File: src/rtl/oled_frame_sequencer_pkg.sv
// Shared constants and state encoding for the SSD1306 byte sequencer.
package oled_frame_sequencer_pkg;

    localparam logic [6:0]  I2C_ADDR  = 7'h3C;
    localparam int unsigned INIT_LEN  = 26;
    localparam int unsigned ADDR_LEN  = 6;
    localparam int unsigned CMD_LEN   = INIT_LEN + ADDR_LEN;
    localparam int unsigned FB_BYTES  = 512;
    localparam int unsigned FB_AW     = 9;
    localparam int unsigned IDX_W     = 10;
    localparam int unsigned ROM_AW    = 5;
    localparam int unsigned LAST_IDX  = CMD_LEN + FB_BYTES - 1;

    localparam logic [7:0]  CTRL_CMD  = 8'h00;
    localparam logic [7:0]  CTRL_DATA = 8'h40;
    localparam logic [7:0]  RST_BYTE  = 8'hAE;

    // S_CMD: idle after reset, showing the first init command.
    // S_FETCH: framebuffer read in flight (strobe cycle, then data cycle).
    // S_HOLD: byte presented, waiting for the next index.
    typedef enum logic [1:0] {
        S_CMD   = 2'd0,
        S_FETCH = 2'd1,
        S_HOLD  = 2'd2
    } state_t;

endpackage

File: src/rtl/oled_cmd_rom.sv
// Combinational lookup of the 26 init commands followed by the 6 addressing commands.
module oled_cmd_rom
    import oled_frame_sequencer_pkg::*;
(
    input  logic [ROM_AW-1:0] i_idx,
    output logic [7:0]        o_byte
);

    // Index-to-byte table
    always_comb begin
        o_byte = 8'h00;
        case (i_idx)
            5'd0:  o_byte = 8'hAE;
            5'd1:  o_byte = 8'hD5;
            5'd2:  o_byte = 8'h80;
            5'd3:  o_byte = 8'hA8;
            5'd4:  o_byte = 8'h1F;
            5'd5:  o_byte = 8'hD3;
            5'd6:  o_byte = 8'h00;
            5'd7:  o_byte = 8'h40;
            5'd8:  o_byte = 8'h8D;
            5'd9:  o_byte = 8'h14;
            5'd10: o_byte = 8'h20;
            5'd11: o_byte = 8'h00;
            5'd12: o_byte = 8'hA1;
            5'd13: o_byte = 8'hC8;
            5'd14: o_byte = 8'hDA;
            5'd15: o_byte = 8'h02;
            5'd16: o_byte = 8'h81;
            5'd17: o_byte = 8'h8F;
            5'd18: o_byte = 8'hD9;
            5'd19: o_byte = 8'hF1;
            5'd20: o_byte = 8'hDB;
            5'd21: o_byte = 8'h40;
            5'd22: o_byte = 8'hA4;
            5'd23: o_byte = 8'hA6;
            5'd24: o_byte = 8'h2E;
            5'd25: o_byte = 8'hAF;
            5'd26: o_byte = 8'h21;
            5'd27: o_byte = 8'h00;
            5'd28: o_byte = 8'h7F;
            5'd29: o_byte = 8'h22;
            5'd30: o_byte = 8'h00;
            5'd31: o_byte = 8'h03;
            default: o_byte = 8'h00;
        endcase
    end

endmodule

File: src/rtl/oled_frame_sequencer.sv
// Maps the I2C master's acked-byte index to the next control/data byte for the OLED.
module oled_frame_sequencer
    import oled_frame_sequencer_pkg::*;
(
    input  logic             clk,
    input  logic             rst_n,
    input  logic             i_enable,
    input  logic [IDX_W-1:0] i_data_counter,
    output logic [6:0]       o_addr_byte,
    output logic             o_read_write,
    output logic [7:0]       o_control_byte,
    output logic [7:0]       o_data_byte,
    output logic             o_continue_bit,
    output logic             o_fb_rd_en,
    output logic [FB_AW-1:0] o_fb_rd_addr,
    input  logic [7:0]       i_fb_rd_data,
    output logic             o_init_done,
    output logic             o_frame_done,
    output logic             o_seq_err
);

    state_t             r_state,        w_state_nxt;
    logic [IDX_W-1:0]   r_idx_q,        w_idx_nxt;
    logic [7:0]         r_data_byte,    w_data_nxt;
    logic [7:0]         r_control_byte, w_ctrl_nxt;
    logic               r_fb_rd_en,     w_rd_en_nxt;
    logic [FB_AW-1:0]   r_fb_rd_addr,   w_rd_addr_nxt;
    logic               r_init_done,    w_init_nxt;
    logic               r_frame_done,   w_frame_nxt;
    logic               r_seq_err,      w_err_nxt;
    logic               r_continue_bit;
    logic [7:0]         w_rom_byte;
    logic               w_changed;

    oled_cmd_rom u_cmd_rom (
        .i_idx  (i_data_counter[ROM_AW-1:0]),
        .o_byte (w_rom_byte)
    );

    assign w_changed = (i_data_counter != r_idx_q);

    // Next-state and next-output decode; a fresh index always overrides a pending fetch
    always_comb begin
        w_state_nxt   = r_state;
        w_idx_nxt     = r_idx_q;
        w_data_nxt    = r_data_byte;
        w_ctrl_nxt    = r_control_byte;
        w_rd_en_nxt   = 1'b0;
        w_rd_addr_nxt = r_fb_rd_addr;
        w_init_nxt    = r_init_done;
        w_frame_nxt   = 1'b0;
        w_err_nxt     = 1'b0;

        if (w_changed) begin
            w_idx_nxt = i_data_counter;
            if (i_data_counter >= IDX_W'(INIT_LEN)) begin
                w_init_nxt = 1'b1;
            end
            if ((r_idx_q == IDX_W'(LAST_IDX)) && (i_data_counter == IDX_W'(INIT_LEN))) begin
                w_frame_nxt = 1'b1;
            end else if ((i_data_counter != (r_idx_q + IDX_W'(1))) ||
                         (i_data_counter > IDX_W'(LAST_IDX))) begin
                w_err_nxt = 1'b1;
            end

            if (i_data_counter < IDX_W'(CMD_LEN)) begin
                w_data_nxt  = w_rom_byte;
                w_ctrl_nxt  = CTRL_CMD;
                w_state_nxt = S_HOLD;
            end else if (i_data_counter <= IDX_W'(LAST_IDX)) begin
                w_rd_en_nxt   = 1'b1;
                w_rd_addr_nxt = FB_AW'(i_data_counter - IDX_W'(CMD_LEN));
                w_state_nxt   = S_FETCH;
            end else begin
                w_data_nxt  = 8'h00;
                w_ctrl_nxt  = CTRL_CMD;
                w_state_nxt = S_HOLD;
            end
        end else if (r_state == S_FETCH) begin
            // Strobe cycle: RAM samples the address; next cycle its output is valid
            if (!r_fb_rd_en) begin
                w_data_nxt  = i_fb_rd_data;
                w_ctrl_nxt  = CTRL_DATA;
                w_state_nxt = S_HOLD;
            end
        end
    end

    // State and output registers
    always_ff @(posedge clk or negedge rst_n) begin
        if (!rst_n) begin
            r_state        <= S_CMD;
            r_idx_q        <= '0;
            r_data_byte    <= RST_BYTE;
            r_control_byte <= CTRL_CMD;
            r_fb_rd_en     <= 1'b0;
            r_fb_rd_addr   <= '0;
            r_init_done    <= 1'b0;
            r_frame_done   <= 1'b0;
            r_seq_err      <= 1'b0;
            r_continue_bit <= 1'b0;
        end else begin
            r_state        <= w_state_nxt;
            r_idx_q        <= w_idx_nxt;
            r_data_byte    <= w_data_nxt;
            r_control_byte <= w_ctrl_nxt;
            r_fb_rd_en     <= w_rd_en_nxt;
            r_fb_rd_addr   <= w_rd_addr_nxt;
            r_init_done    <= w_init_nxt;
            r_frame_done   <= w_frame_nxt;
            r_seq_err      <= w_err_nxt;
            r_continue_bit <= i_enable;
        end
    end

    assign o_addr_byte    = I2C_ADDR;
    assign o_read_write   = 1'b0;
    assign o_control_byte = r_control_byte;
    assign o_data_byte    = r_data_byte;
    assign o_continue_bit = r_continue_bit;
    assign o_fb_rd_en     = r_fb_rd_en;
    assign o_fb_rd_addr   = r_fb_rd_addr;
    assign o_init_done    = r_init_done;
    assign o_frame_done   = r_frame_done;
    assign o_seq_err      = r_seq_err;

endmodule

File: config.mk
export PLATFORM = sky130hd
export DESIGN_NAME = oled_frame_sequencer
export DESIGN_NICKNAME = d
export VERILOG_FILES = /design/src/rtl/oled_frame_sequencer_pkg.sv /design/src/rtl/oled_cmd_rom.sv /design/src/rtl/oled_frame_sequencer.sv
export SDC_FILE = /design/constraint.sdc
export NUM_CORES = 1
export LEC_CHECK = 0
export CORE_MARGIN = 4
export CORE_UTILIZATION = 54
export CTS_CLUSTER_SIZE = 30
export DETAILED_ROUTE_END_ITERATION = 10
export PLACE_DENSITY = 0.86
export SLEW_MARGIN = 15
export SYNTH_ARGS = -nofsm -noshare
export SYNTH_HDL_FRONTEND = slang
export SYNTH_SLANG_ARGS = --single-unit
File: constraint.sdc
create_clock -name clk -period 4.2 [get_ports clk]
set_clock_uncertainty 0.05 [all_clocks]
set_input_delay 0.84 -clock clk [delete_from_list [all_inputs] [get_ports clk]]
set_output_delay 0.84 -clock clk [all_outputs]
set_load 0.005 [all_outputs]
==> results.md <==
Status:
- The flow ran to the end, and the final reports show no timing, DRC or antenna violations.

Power:
- The cell area power density is 313 nW/µm².
- The worst-case vdd ir drop is 0.134 mV.
- For this design the static power due to leakage is 1.21 nW.

Timing:
- Headroom to the max-slew limit came out at 66.2%.
- The max-slew violation count came to 0.
- For the finished layout, the period the worst path requires is 2.85 ns.
- Static timing analysis puts the maximum clock frequency at 350 MHz.
- Adding up every negative setup slack in the final design gives 0 ns.
- After layout, the worst path uses 68.0% of the clock period.
- Final hold analysis gives a worst-case slack of 0.427 ns.
- The final count of hold timing violations was 0.
- The worst setup margin is 1.35 ns.
- Setup violations remaining at the end of the flow were counted as 0.
- Setup repair after global routing left no endpoint under its margin.
- The transition time at the pin with the least slew margin is 0.497 ns.

Placed design:
- Port buffering added 43 buffers.
- At the end of routability-driven placement, the weighted congestion stood at 0.922.
- After legalization and detailed placement, the total HPWL measured 3790 µm.
- The worst setup timing slack at the placement stage is 1.04 ns.

Yosys:
- Yosys printed 0 warnings.
- The largest total area in the synthesized netlist belongs to sky130_fd_sc_hd__dfrtp_1.
- Counting flops with a built-in enable in the synthesized netlist gives 0.
- The cell count after synthesis came out at 273.
- In this run, distinct cell masters in the synthesized netlist total 63.
- The share of synthesized area in the top cell type comes to 30.2%.
- The part of the Yosys area used for sequential elements is 35.5%.
- After synthesis, the mean cell area works out to 9.10 µm².
- In the synthesized netlist the dominant register cell turns out to be sky130_fd_sc_hd__dfrtp_1.
- After synthesis, the cell types taking the most area are sky130_fd_sc_hd__dfrtp_1, sky130_fd_sc_hd__dfstp_2, sky130_fd_sc_hd__buf_4.
- For this run, asynchronously set or reset flops after synthesis account for 100%.
- The flip-flop and latch count after synthesis is 35.
- The area of the mapped netlist is 2480 µm².

CTS:
- The number of CTS-inserted buffers is 5.
- Buffers added to address setup during post-CTS repair amount to 0.
- The number of H-tree levels is 2.
- In this run, post-CTS hold repair placed 0 buffers.
- CTS placed an instance of sky130_fd_sc_hd__clkbuf_8 at the clock tree root.
- The clock net in this run drives a total of 35 sinks.
- The clock transition at the registers of the reported paths is 0.07 ns.
- Once the clock tree was built, the resizer swapped 0 gates to a different size.
- The clock latency at the later pin of the worst-skew pair is 0.29 ns.
- The clock passes through at most 2 buffers.
- TritonCTS built the clock tree.

Die:
- The die span in x is 75.8 µm.
- After floorplanning, the core was sized to cover 4410 µm².
- The initial utilization of the core area, before any placement, comes to 56.3%.
- The number of placement rows is 24.
- The I/O pin count is 59.
- The vertical extent of the die is 75.8 µm.
- The floorplan step defined a die boundary enclosing 5750 µm².

Finish:
- The antenna cell count is 0.
- The fraction of final layout cells sized beyond drive strength 1 is 13.5%.
- The end-of-flow core utilization is 66.1%.
- The synthesis-to-finish area growth is 17.4%.
- Fill cells in the final layout number 347.
- The count of nets after finishing is 333.

Worst setup path:
- The critical setup path kind is in -> reg.
- STA puts the critical path data required time at 4.37 ns.
- In this run the worst path has a maximum fanout of 12.
- Traced cell by cell, the critical path runs through clkdlybuf4s50_1 -> xnor2_1 -> nand4_1 -> nor4_2 -> buf_4 -> mux2i_4 -> nor2_1 -> a31oi_1.
- At the worst endpoint, the arrival time is 3.02 ns.
- The largest individual stage delay along the critical path comes from the cell sky130_fd_sc_hd__mux2i_4.
- The biggest cell delay along the critical path is 0.50 ns.
- The worst setup path is captured at a register.
- STA classifies the critical path startpoint as an input pin.

Drt:
- The detailed router finished its first iteration with 148 violations.
- The number of DRC violations after detailed routing is 0.
- The total via count in the routed design is 1974.
- The total routed wirelength is 5220 µm.
- After detailed routing, the number of vias per cell comes to 5.56.
- After detailed routing, the average wire length per cell comes to 14.7 µm.
- The first-pass iteration count of the detailed router is 4.
- Once detail routing completed, the nets flagged for antenna violations numbered 0.

GRT:
- The via count of the first global-routing pass is 1918.
- The number of antenna violations at the first check in global routing is 0.
- The total global routing overflow is 0.
- The largest net degree at the start of global routing is 36.
- In the global route stage, overall resource usage came out at 19.5%.
- The global-route wire length before repair is 8630 µm.

Min path:
- The type of the tightest min-delay check is reg -> reg.

Job:
- The number of maximum-capacitance constraint violations is 0.
## worst paths after layout
path                                   start              end  slack (ns)  cells past startpoint
max                        i_data_counter[8]   o_data_byte[4]        1.35                      8
min reg2reg                  o_fb_rd_addr[2]  o_fb_rd_addr[2]        0.43                      2
min                          o_fb_rd_addr[2]  o_fb_rd_addr[2]        0.43                      2
max in group asynchronous              rst_n   o_data_byte[2]        2.84                      2
max reg2reg                       r_idx_q[3]   o_data_byte[4]        1.98                      7
min in group asynchronous              rst_n  o_fb_rd_addr[8]        0.91                      2
## state kept, by name (all words and copies together), names as in the netlist, 2 cells and up
signal / flops
o_data_byte: 8
o_fb_rd_addr: 9
r_idx_q: 10
r_state: 2
## through the flow
stage | instances | instance area (µm²) | power [mW]
after CTS | 355 | 2920 | 0.920
after floorplan | 286 | 2530 | 0.523
after detailed placement | 347 | 2800 | 0.600
final | 355 | 2920 | 0.913
after global routing | 355 | 2920 | 0.959
after global placement | 347 | 2800 | 0.594
## logic make-up after synthesis
| family | share of synthesized area (%) |
|---|---|
| AND/OR/NAND/NOR | 17.2 |
| XOR/XNOR | 8.41 |
| buffers and inverters | 13.1 |
| adder cells (fa/ha/maj) | 5.04 |
| other | 0.302 |
| flip-flops | 35.5 |
| AO/OA/AOI/OAI | 16.4 |
| multiplexers | 3.93 |
## worst max-delay path: cells and delay by family
family / cells / cell delay (ns)
xor gates and xnor gates: 1 / 0.34
buffers and inverters: 2 / 0.71
AOI/OAI and AO/OA: 1 / 0.15
and+or+nand+nor: 3 / 0.48
muxes: 1 / 0.50
## synth_stat cells, drive strengths merged (3+ instances only)
cell,count
dfstp,5
nor3,4
o21ai,23
mux2i,4
a21oi,13
buf,26
nor2,20
xnor2,11
o211ai,5
inv,11
nand2,28
nor4,3
a31oi,7
ha,10
nand4,5
dfrtp,30
clkbuf,15
nand2b,4
xor2,9
nand3,6
## layer usage
layer  global-route usage, %  routed length [µm]
met1                    25.9                2180
met2                    31.0                2620
met4                    8.54                  97
met3                    3.43                 314
met5                       0                   0
## cell type report
type | instances | area [µm²] | share of cell area [%]
Clock inverter | 2 | 35.0 | 1.20
Sequential cell | 35 | 882 | 30.2
Inverter | 12 | 45.0 | 1.54
Clock buffer | 6 | 82.6 | 2.83
Timing Repair Buffer | 50 | 483 | 16.6
Multi-Input combinational cell | 198 | 1320 | 45.4
Tap cell | 52 | 65.1 | 2.23
## where the power goes
part / total, mW / switching [mW] / internal, mW
Combinational: 0.206 / 0.101 / 0.105
Clock: 0.317 / 0.125 / 0.192
Sequential: 0.389 / 0.0210 / 0.368
## placed cells by master, fill, tap and decap left out, drive strengths merged, types with 6 or more instances in the layout
cell type | Yosys | layout
o21ai | 23 | 23
clkbuf | 15 | 6
a21oi | 13 | 13
a31oi | 7 | 7
clkdlybuf4s50 | 0 | 43
buf | 26 | 7
nor2 | 20 | 20
xor2 | 9 | 9
dfrtp | 30 | 30
nand2 | 28 | 28
conb | 2 | 15
nand3 | 6 | 6
inv | 11 | 11
ha | 10 | 10
xnor2 | 11 | 11
No activity file was read; power rests on OpenSTA's default activity.
==> edit 1: new RTL, config.mk and constraints unchanged <==
Register the inputs `i_enable`, `i_data_counter` and `i_fb_rd_data` before use, without a reset. The logic sees them one clock later.
--- a/src/rtl/oled_frame_sequencer.sv
+++ b/src/rtl/oled_frame_sequencer.sv
@@ -21,2 +21,12 @@
 
+    logic i_enable_q;
+    logic [IDX_W-1:0] i_data_counter_q;
+    logic [7:0] i_fb_rd_data_q;
+
+    always_ff @(posedge clk) begin
+        i_enable_q       <= i_enable;
+        i_data_counter_q <= i_data_counter;
+        i_fb_rd_data_q   <= i_fb_rd_data;
+    end
+
     state_t             r_state,        w_state_nxt;
@@ -35,3 +45,3 @@
     oled_cmd_rom u_cmd_rom (
-        .i_idx  (i_data_counter[ROM_AW-1:0]),
+        .i_idx  (i_data_counter_q[ROM_AW-1:0]),
         .o_byte (w_rom_byte)
@@ -39,3 +49,3 @@
 
-    assign w_changed = (i_data_counter != r_idx_q);
+    assign w_changed = (i_data_counter_q != r_idx_q);
 
@@ -54,10 +64,10 @@
         if (w_changed) begin
-            w_idx_nxt = i_data_counter;
-            if (i_data_counter >= IDX_W'(INIT_LEN)) begin
+            w_idx_nxt = i_data_counter_q;
+            if (i_data_counter_q >= IDX_W'(INIT_LEN)) begin
                 w_init_nxt = 1'b1;
             end
-            if ((r_idx_q == IDX_W'(LAST_IDX)) && (i_data_counter == IDX_W'(INIT_LEN))) begin
+            if ((r_idx_q == IDX_W'(LAST_IDX)) && (i_data_counter_q == IDX_W'(INIT_LEN))) begin
                 w_frame_nxt = 1'b1;
-            end else if ((i_data_counter != (r_idx_q + IDX_W'(1))) ||
-                         (i_data_counter > IDX_W'(LAST_IDX))) begin
+            end else if ((i_data_counter_q != (r_idx_q + IDX_W'(1))) ||
+                         (i_data_counter_q > IDX_W'(LAST_IDX))) begin
                 w_err_nxt = 1'b1;
@@ -65,3 +75,3 @@
 
-            if (i_data_counter < IDX_W'(CMD_LEN)) begin
+            if (i_data_counter_q < IDX_W'(CMD_LEN)) begin
                 w_data_nxt  = w_rom_byte;
@@ -69,5 +79,5 @@
                 w_state_nxt = S_HOLD;
-            end else if (i_data_counter <= IDX_W'(LAST_IDX)) begin
+            end else if (i_data_counter_q <= IDX_W'(LAST_IDX)) begin
                 w_rd_en_nxt   = 1'b1;
-                w_rd_addr_nxt = FB_AW'(i_data_counter - IDX_W'(CMD_LEN));
+                w_rd_addr_nxt = FB_AW'(i_data_counter_q - IDX_W'(CMD_LEN));
                 w_state_nxt   = S_FETCH;
@@ -81,3 +91,3 @@
             if (!r_fb_rd_en) begin
-                w_data_nxt  = i_fb_rd_data;
+                w_data_nxt  = i_fb_rd_data_q;
                 w_ctrl_nxt  = CTRL_DATA;
@@ -111,3 +121,3 @@
             r_seq_err      <= w_err_nxt;
-            r_continue_bit <= i_enable;
+            r_continue_bit <= i_enable_q;
         end
Function: changed (Yosys sat finds a counterexample within 4 cycles, from zero or initial values and one cycle with rst_n low).
==> edit 1 against the unedited design <==
Setup slack gained 0.074 ns. Routed wire length grew 11%. First-iteration DRC count shrank 11%. Power grew 44%. Synthesized area grew 20%. Fmax grew 2.7%. Sequential cell count grew 27. Design area grew 20%. Critical endpoint is now u_cmd_rom.o_byte[2]$_DFF_P_.
==> edit 1: results (changes against the unedited design) <==
stage;metric;value;unit;change
outcome;status;finished clean;;unchanged
cells_and_area;antenna_cells;0;;unchanged
detailed_routing;vias;2092;;was 1,974
detailed_routing;highest_layer;met4;;unchanged
timing;worst_pin_slew;0.787;ns;was 0.497 ns
timing;hold_ws;0.280;ns;was 0.427 ns
yosys;yosysUniqueCellTypes;63;;unchanged
timing;fmax;360;MHz;was 350 MHz
pwr;leakagePower;1.46;nW;was 1.21 nW
global_routing;use_met3;3.25;%;was 3.43%
placement;place_ws;1.08;ns;was 1.04 ns
worst_setup_path;cp_slowest_stage_delay;0.96;ns;was 0.50 ns
detailed_routing;wirelength_met1;2650;µm;was 2180 µm
detailed_routing;drt_iter0_markers;132;;was 148
global_routing;grt_pass1_vias;1989;;was 1,918
placement;routabilityCongestion;0.855;;was 0.922
placement;hpwlAfterDp;4140;µm;was 3790 µm
cells_and_area;layout.cells.non_filler;397;;was 355
global_routing;track_usage;18.7;%;was 19.5%
pwr;switching_power;0.000333;W;was 0.000248 W
cells_and_area;layout-drive-gt1-share;8.87;%;was 13.5%
yosys;async_reset_ff_share;56.5;%;was 100%
yosys;yosys-top-cells-area;dfrtp_1 25%, dfxtp_1 18%, ha_1 4.6%, dfstp_2 4.4%, buf_4 3.8%;;was dfrtp_1 30%, dfstp_2 5.3%, buf_4 5.1%, ha_1 5.0%, nand2_1 4.2%
worst_setup_path;slowest_stage;clkdlybuf4s50_1;;was mux2i_4
placement;dpl_cell_area;3340;µm²;was 2800 µm²
yosys;syn_inst;293;;was 273
pwr;p_comb;0.000197;W;was 0.000206 W
detailed_routing;route.met3.wl;279;µm;was 314 µm
pwr;p_int;0.000977;W;was 0.000665 W
yosys;synth_common_cells;30 x dfrtp_1, 27 x dfxtp_1, 20 x nand2_1, 18 x a21oi_1, 17 x clkbuf_1;;was 30 x dfrtp_1, 28 x nand2_1, 21 x o21ai_0, 17 x buf_4, 14 x nor2_1
detailed_routing;routedWlPerCell;14.5;µm;was 14.7 µm
pwr;ir_drop;269;µV;was 134 µV
worst_setup_path;cp_max_fo;24;;was 12
pwr;pwr-share-seq;51.7;%;was 42.6%
global_routing;use_met1;24.4;%;was 25.9%
cells_and_area;fin_util;66.9;%;was 66.1%
global_routing;grt_util_met2;30.1;%;was 31.0%
clock_tree;numCtsBuffers;9;;was 5
clock_tree;clock_latency;0.32;ns;was 0.29 ns
worst_hold_path;hp-class;reg -> reg;;unchanged
clock_tree;h-tree-depth;3;;was 2
yosys;ys_seq_area_share;47.8;%;was 35.5%
cells_and_area;final_net_count;354;;was 333
placement;dp.cells;381;;was 347
cells_and_area;num-fill-cells;427;;was 347
worst_setup_path;reg2reg_setup_slack;1.64;ns;was 1.98 ns
detailed_routing;wl_met2;2760;µm;was 2620 µm
worst_setup_path;critPathArrivalTime;2.91;ns;was 3.02 ns
==> edit 1: changes by cell type after synthesis, moves of 4 or more <==
| cell | change |
|---|---|
| dfxtp_1 | +27 |
| o221a_1 | +8 |
| clkbuf_1 | +6 |
| nand2_1 | -8 |
| o21ai_0 | -10 |
| a31oi_1 | -6 |
| buf_6 | -4 |
| nor2_1 | -6 |
| o211ai_1 | -5 |
| a21o_1 | +6 |
| nor2_2 | -6 |
| a21oi_1 | +7 |
==> edit 1: path summary, 6_finish.rpt <==
path | start | endpoint | cells past startpoint
min reg2reg | i_enable_q$_DFF_P_ | o_continue_bit$_DFF_PN0_ | 0
max in group asynchronous | rst_n | o_data_byte[3]$_DFFE_PN1P_ | 2
min in group asynchronous | rst_n | r_idx_q[0]$_DFFE_PN0N_ | 2
min | i_enable_q$_DFF_P_ | o_continue_bit$_DFF_PN0_ | 0
max reg2reg | i_data_counter_q[5]$_DFF_P_ | o_fb_rd_addr[2]$_DFFE_PN0P_ | 4
max | i_data_counter[2] | u_cmd_rom.o_byte[2]$_DFF_P_ | 6
==> edit 1: area by class of cell <==
cell class / count / share of cell area [%]
well taps: 70 / 2.50
inverters: 12 / 1.29
multi-input cells: 193 / 38.3
flip-flops and latches: 62 / 40.6
clock inverters: 4 / 0.643
clock buffers: 12 / 4.14
repair buffers: 44 / 12.5
==> edit 1: cells by family (layout without fill, tap and decap cells) <==
group / Yosys count / count (layout) / share of synthesized area, %
adders and majority gates: 11 / 11 / 4.62
other: 2 / 15 / 0.252
buffers and inverters: 51 / 72 / 8.78
muxes: 8 / 8 / 3.19
DFF: 62 / 62 / 47.8
AOI/OAI and AO/OA: 74 / 74 / 17.3
xor gates and xnor gates: 19 / 19 / 5.59
and+or+nand+nor: 66 / 66 / 12.5
==> edit 2: new RTL, same flow settings <==
Made on the original files. The package constant `IDX_W` goes from 10 to 12.
--- a/src/rtl/oled_frame_sequencer_pkg.sv
+++ b/src/rtl/oled_frame_sequencer_pkg.sv
@@ -9,3 +9,3 @@
     localparam int unsigned FB_AW     = 9;
-    localparam int unsigned IDX_W     = 10;
+    localparam int unsigned IDX_W     = 12;
     localparam int unsigned ROM_AW    = 5;
Interface: changed (resized i_data_counter); port bits go from 59 to 61. The function was not compared with the original's and may differ.
==> edit 2 against the unedited design <==
Power is 7.1% lower. Synthesized area up 4.7%. Largest power group unchanged. Synthesized cell count up 4.4%. Design area rose by 4.8%. Setup slack worse by 0.39 ns. Combinational power barely moved. Sequential share of layout area up 0.25 points. Via count rose by 8.2%. Count of clock-buffer cells in the layout stayed put. Sequential cell count grew 2. Routed wire length grew 14%. Clock power fell by 25%.
==> edit 2: results (changes against the unedited design) <==
stage;metric;value;unit;change
worst_hold_path;min_from;o_init_done$_DFFE_PN0P_;;was o_fb_rd_addr[2]$_DFFE_PN0P_
detailed_routing;routedWlPerCell;16.3;µm;was 14.7 µm
yosys;synth_compound_area_share;15.6;%;was 16.4%
placement;place_ws;0.714;ns;was 1.04 ns
detailed_routing;wirelength_met1;2540;µm;was 2180 µm
global_routing;grt_pass1_vias;2008;;was 1,918
cells_and_area;final_net_count;345;;was 333
worst_setup_path;critPathArrivalTime;3.36;ns;was 3.02 ns
global_routing;grt_max_degree;38;;was 36
cells_and_area;largest_register_ff_count;12;;was 10
yosys;synthMuxAreaShare;7.60;%;was 3.93%
worst_setup_path;critPathTopFamily;simple AND/OR/NAND/NOR gates;;was buffers and inverters
timing;hold_ws;0.435;ns;was 0.427 ns
global_routing;use_met3;3.94;%;was 3.43%
worst_setup_path;slowest_stage;or4_1;;was mux2i_4
yosys;synth_xor_area_share;7.75;%;was 8.41%
worst_hold_path;holdPathEnd;o_init_done$_DFFE_PN0P_;;was o_fb_rd_addr[2]$_DFFE_PN0P_
global_routing;use_met1;28.3;%;was 25.9%
outcome;status;finished clean;;unchanged
worst_setup_path;cp_slowest_stage_delay;0.69;ns;was 0.50 ns
pwr;powerSeq;0.000404;W;was 0.000389 W
timing;max_slew_margin;45.6;%;was 66.2%
cells_and_area;layout-drive-gt1-share;14.1;%;was 13.5%
worst_setup_path;cp_max_fo;10;;was 12
global_routing;grt_util_met2;33.9;%;was 31.0%
worst_setup_path;reg2reg_to;o_seq_err$_DFF_PN0_;;was o_data_byte[4]$_DFFE_PN0P_
pwr;p_total;0.000848;W;was 0.000913 W
## edit 2: worst max-delay path by stage
stage                                 start                          end  slack, ns  cells after the start
final                     i_data_counter[6]   o_data_byte[0]$_DFFE_PN0P_       0.95                      8
after global routing      i_data_counter[6]   o_data_byte[0]$_DFFE_PN0P_       0.84                      8
after CTS                 i_data_counter[6]   o_data_byte[0]$_DFFE_PN0P_       0.98                      8
after detailed placement  i_data_counter[6]   o_data_byte[4]$_DFFE_PN0P_       0.71                      8
after global placement    i_data_counter[6]   o_data_byte[4]$_DFFE_PN0P_       0.73                      8
after floorplan           i_data_counter[6]  o_fb_rd_addr[0]$_DFFE_PN0P_       1.09                      8
## edit 2: final cells by class
| type | count | area (µm²) |
|---|---|---|
| clock buffer | 6 | 72.6 |
| tap | 52 | 65.1 |
| fill | 348 | 1450 |
| sequential | 37 | 932 |
| clock inverter | 1 | 8.76 |
| multi-input combinational | 206 | 1440 |
| timing repair buffer | 54 | 513 |
| inverter | 8 | 30.0 |
